==> src/rtl/writeback_regfile.sv <==
// Writeback-stage result mux, register file with same-cycle write-through
// bypass to the decode read ports, live x10 view and committed-write counter.
module writeback_regfile #(
    parameter int unsigned DATA_WIDTH          = 32,
    parameter int unsigned ADDRESS_WIDTH       = 32,
    parameter int unsigned REG_FILE_ADDR_WIDTH = 5
) (
    input  logic                           clk,
    input  logic                           rst,
    input  logic                           regwritew,
    input  logic [2:0]                     resultsrcw,
    input  logic [DATA_WIDTH-1:0]          aluresultw,
    input  logic [DATA_WIDTH-1:0]          readdataw,
    input  logic [REG_FILE_ADDR_WIDTH-1:0] rdw,
    input  logic [DATA_WIDTH-1:0]          pcplus4w,
    input  logic [DATA_WIDTH-1:0]          immextw,
    input  logic [ADDRESS_WIDTH-1:0]       pctargetw,
    input  logic [REG_FILE_ADDR_WIDTH-1:0] rs1d,
    input  logic [REG_FILE_ADDR_WIDTH-1:0] rs2d,
    output logic [DATA_WIDTH-1:0]          rd1d,
    output logic [DATA_WIDTH-1:0]          rd2d,
    output logic [DATA_WIDTH-1:0]          resultw,
    output logic [DATA_WIDTH-1:0]          a0,
    output logic [31:0]                    retirecount
);

    localparam int unsigned DEPTH = 2 ** REG_FILE_ADDR_WIDTH;

    logic [DATA_WIDTH-1:0] regs_q [DEPTH];
    logic [DATA_WIDTH-1:0] regs_d [DEPTH];
    logic [31:0]           retirecount_q;
    logic [31:0]           retirecount_d;
    logic [DATA_WIDTH-1:0] pctarget_ext;
    logic                  wr_en;

    // AUIPC target resized to the datapath width.
    if (ADDRESS_WIDTH >= DATA_WIDTH) begin : g_pct_trunc
        assign pctarget_ext = pctargetw[DATA_WIDTH-1:0];
    end else begin : g_pct_zext
        assign pctarget_ext = {{(DATA_WIDTH - ADDRESS_WIDTH){1'b0}}, pctargetw};
    end

    // x0 writes are discarded, so they neither update state nor bypass.
    assign wr_en = regwritew && (rdw != '0);

    // Result select; unused encodings produce zero.
    always_comb begin
        resultw = '0;
        case (resultsrcw)
            3'b000:  resultw = aluresultw;
            3'b001:  resultw = readdataw;
            3'b010:  resultw = pcplus4w;
            3'b011:  resultw = immextw;
            3'b100:  resultw = pctarget_ext;
            default: resultw = '0;
        endcase
    end

    // Next register-file state and retire count.
    always_comb begin
        regs_d        = regs_q;
        retirecount_d = retirecount_q;
        if (wr_en) begin
            regs_d[rdw]   = resultw;
            retirecount_d = retirecount_q + 32'd1;
        end
    end

    // State update; reset clears everything and masks any concurrent write.
    always_ff @(posedge clk) begin
        if (rst) begin
            for (int i = 0; i < DEPTH; i++) begin
                regs_q[i] <= '0;
            end
            retirecount_q <= '0;
        end else begin
            regs_q        <= regs_d;
            retirecount_q <= retirecount_d;
        end
    end

    // Read ports with write-through bypass; x0 is never written so it reads zero.
    always_comb begin
        rd1d = regs_q[rs1d];
        rd2d = regs_q[rs2d];
        if (wr_en && (rs1d == rdw)) begin
            rd1d = resultw;
        end
        if (wr_en && (rs2d == rdw)) begin
            rd2d = resultw;
        end
    end

    assign a0          = regs_q[REG_FILE_ADDR_WIDTH'(10)];
    assign retirecount = retirecount_q;

endmodule

==> config.mk <==
export PLATFORM = sky130hd
export DESIGN_NAME = writeback_regfile
export DESIGN_NICKNAME = d
export VERILOG_FILES = /design/src/rtl/writeback_regfile.sv
export SDC_FILE = /design/constraint.sdc
export NUM_CORES = 2
export LEC_CHECK = 0
export ABC_AREA = 0
export CAP_MARGIN = 20
export CORE_UTILIZATION = 48
export CTS_CLUSTER_DIAMETER = 30
export DETAILED_ROUTE_END_ITERATION = 7
export GPL_TIMING_DRIVEN = 0
export PLACE_DENSITY = 0.63
export SLEW_MARGIN = 0
export SYNTH_ARGS = -nofsm -noshare
export SYNTH_HDL_FRONTEND = slang
export SYNTH_SLANG_ARGS = --single-unit
==> constraint.sdc <==
create_clock -name clk -period 8.46 [get_ports clk]
set_input_delay 2.538 -clock clk [delete_from_list [all_inputs] [get_ports clk]]
set_output_delay 2.538 -clock clk [all_outputs]
set_load 0.05 [all_outputs]
==> key figures <==
Logic synthesis
  • EDFF count, synth: 0
  • Top_reg_cell synth: dfxtp_1
  • Post-Syn Instances: 6150
  • Warnings, synthesis: 0
  • Share of the synthesized area in the top cell type: 38.17%
  • Yosys top cell by area: dfxtp_1
  • Mapped Area: 55380 µm²
  • Syn_area_per_cell: 9.006 µm²
  • Flops & latches, synth: 1056
  • Async set or reset register ratio after synthesis: 0%
  • Synth unique cells: 46
  • Synth area leaders: dfxtp_1 38%, mux2i_1 20%, a211oi_1 13%
  • Syn Nets: 6332
  • Post-synthesis sequential area ratio: 38.17%

Power and ir drop
  • PD cells: 261.2 nW/µm²
  • Peak VDD IR: 0.2459 mV
  • Total power: 18.66 mW
  • Lkg Pwr: 26.72 nW

Min path
  • Hold Path Class: reg -> reg
  • Hold depth: 1
  • Worst Hold Launch: regs_q[994]$_SDFFE_PP0P_
  • Worst hold endpoint: regs_q[994]$_SDFFE_PP0P_

Layout
  • Post-layout instance count excluding filler cells: 8509
  • Most frequent cells in the layout: 1067 x mux2i_1, 1056 x dfxtp_1, 1034 x nor2_1
  • Nets: 6968
  • Area growth syn-to-layout: 28.98%
  • Storage cell area: 21140 µm²
  • Multi-input logic area: 30990 µm²
  • # fillers: 10120
  • Commonest non-fill, non-tap cell in the layout: mux2i_1
  • Core Util, Final: 62.47%
  • Post-route cell area: 71440 µm²
  • Share of post-route cells with drive strength above 1: 15.69%

CTS
  • CTS Buffer Depth: 4
  • Reg clk slew, reported paths: 40 ps
  • CTS buffer count: 287
  • Clock Latency Late Sink: 890 ps
  • Clock Sink Count: 1056
  • Clock root buffer: clkbuf_16
  • CTS H-tree depth: 5
  • CTS tree: done

Worst setup path
  • RR Endpoint: retirecount[29]$_SDFFE_PP0P_
  • CP Max Fanout: 10
  • Reg2reg path depth: 6
  • Slowest stage delay, CP: 520 ps
  • Worst Setup End Kind: output pin
  • Crit path top cell by count: clkdlybuf4s15_2
  • Critical R2R Launch: retirecount[11]$_SDFFE_PP0P_
  • CP startpoint kind: input port
  • Crit path arrival time: 6200 ps
  • CP Data Required Time: 5920 ps
  • Crit Path Category: in -> out
  • Critical path, cell by cell: clkdlybuf4s15_2 > buf_4 > nor2_1 > clkbuf_2 > buf_8 > a22oi_1 > a21oi_1 > or4_1 > mux2i_2 > clkdlybuf4s15_2
  • R2R setup slack: 6320 ps
  • Critical-path top delay cell: or4_1

STA
  • Min cycle time layout: 8739 ps
  • Hold WS: 480.1 ps
  • Final hold vios: 0
  • Setup slack after layout: -279.1 ps
  • Fmax: 114.4 MHz
  • Final period utilization: 103.3%
  • Worst Tran Pin Value: 1335 ps
  • Setup violators final: 48
  • Relative slew slack: 10.97%
  • Fin. max-slew vios: 0
  • Clock skew: 39.11 ps
  • Unrepaired setup endpoints after global routing: yes

Floorplan
  • Core ar.: 114300 µm²
  • Die X: 341.7 µm
  • Die height: 341.7 µm
  • Initial Utilization: 48.44%
  • Top-Level Pins: 341
  • DIE AREA: 116700 µm²
  • Site row count: 124

Routing
  • Antenna Nets Post-Route: 0
  • DRC: 0
  • Routed WL per cell: 40.04 µm
  • Vias per std cell: 7.109
  • Final WL: 340700 µm
  • Via Count: 60490
  • TritonRoute pass-1 iters: 7
  • 1st-iter DRT viols: 11010

Global route
  • Pin count of the biggest net entering global routing: 17
  • Total gr overflow: 0
  • Vias in the first global route: 54840
  • Initial antenna violation count: 18
  • First-pass GRT wire length: 451500 µm
  • GRT Total Usage: 56.20%

Outcome
  • Status: finished with violations
  • Failing checks: negative setup slack

Placed design
  • RePlAce Congestion: 1.184
  • Post-DP HPWL: 253400 µm
  • Port Buffers: 323
  • Placed cell areas: 61110 µm²
  • DP Cell Count: 8021

Flow run
  • Max-cap check violation count: 0
==> worst max path at each step <==
stage / cells past startpoint / slack (ps) / start / endpoint
floorplan: 9 / 1140 / rs1d[2] / rd1d[15]
global placement: 10 / -1370 / rs1d[0] / rd1d[0]
detailed placement: 10 / -1370 / rs1d[0] / rd1d[0]
CTS: 10 / -50 / rs2d[0] / rd2d[2]
global route: 10 / -20 / rs1d[0] / rd1d[28]
finish: 10 / -280 / rs1d[0] / rd1d[29]
==> metal layers <==
layer / routed length [µm] / share of wire [%] / track usage, % / up-vias
met4: 38160 / 11 / 51.83 / 4
met2: 126300 / 37 / 72.62 / 5659
met5: 24 / 0.0070 / 0.08170 / -
li1: - / - / - / 24210
met1: 122100 / 36 / 67.49 / 29030
met3: 54120 / 16 / 26.79 / 1589
==> sequential cells by signal, summed over array words and instances (netlist names) <==
signal and count:
regs_q 992, a0 32, retirecount 32
==> layout make-up <==
cell class                 instances  area share, %
inverter                          37         0.1944
clock inverter                   110          2.079
buffer                           746          5.342
sequential                      1056          29.59
antenna                           13        0.04554
clock buffer                     377          11.40
tap                             1512          2.648
multi-input combinational       4293          43.38
timing repair buffer             365          5.326
==> power by group <==
group	switching (mW)	total, mW	internal [mW]
combinational	1.86	2.52	0.659
clock	3.35	11.0	7.67
sequential	0.0577	5.11	5.06
total	5.27	18.7	13.4
==> logic make-up after synthesis <==
kind of cell / share of synthesized area, %
AO/OA/AOI/OAI: 24.34
AND/OR/NAND/NOR: 9.658
multiplexers: 20.33
flip-flops: 38.17
buffers and inverters: 6.987
XOR/XNOR: 0.4902
adder cells (fa/ha/maj): 0.02259
==> timing repair <==
item	4_1_cts	5_1_grt
endpoints found under the setup margin	81	68
resized for setup	312	107
setup buffers	0	3
hold buffers	0	0
pin swaps	8	7
==> per-stage QoR <==
| step | worst slack [ps] | setup TNS (ps) |
|---|---|---|
| 3_3_place_gp | -1371 | -54780 |
| 6_report | -279.1 | -5678 |
| 5_1_grt | -16.94 | -16.94 |
| 3_5_place_dp | -1369 | -51880 |
| 4_1_cts | -54.82 | -71.70 |
| 2_1_floorplan | 1145 | 0 |
==> worst max-delay path, delay by kind of cell <==
kind,cells,cell delay (ps)
AND/OR/NAND/NOR,2,780
buffers and inverters,5,1800
AO/OA/AOI/OAI,2,550
multiplexers,1,490
==> cell usage after synthesis (31+ instances only) <==
master and instances:
mux2_2 31, inv_1 37, nor2b_1 41, dfxtp_1 1056, o22a_1 31, or4_1 65, mux2i_1 1090, nor2_1 1036
buf_4 111, buf_2 179, clkbuf_1 433, a21oi_1 268, a211oi_1 992, a22oi_1 574
Power figures use the tool's default switching activity.
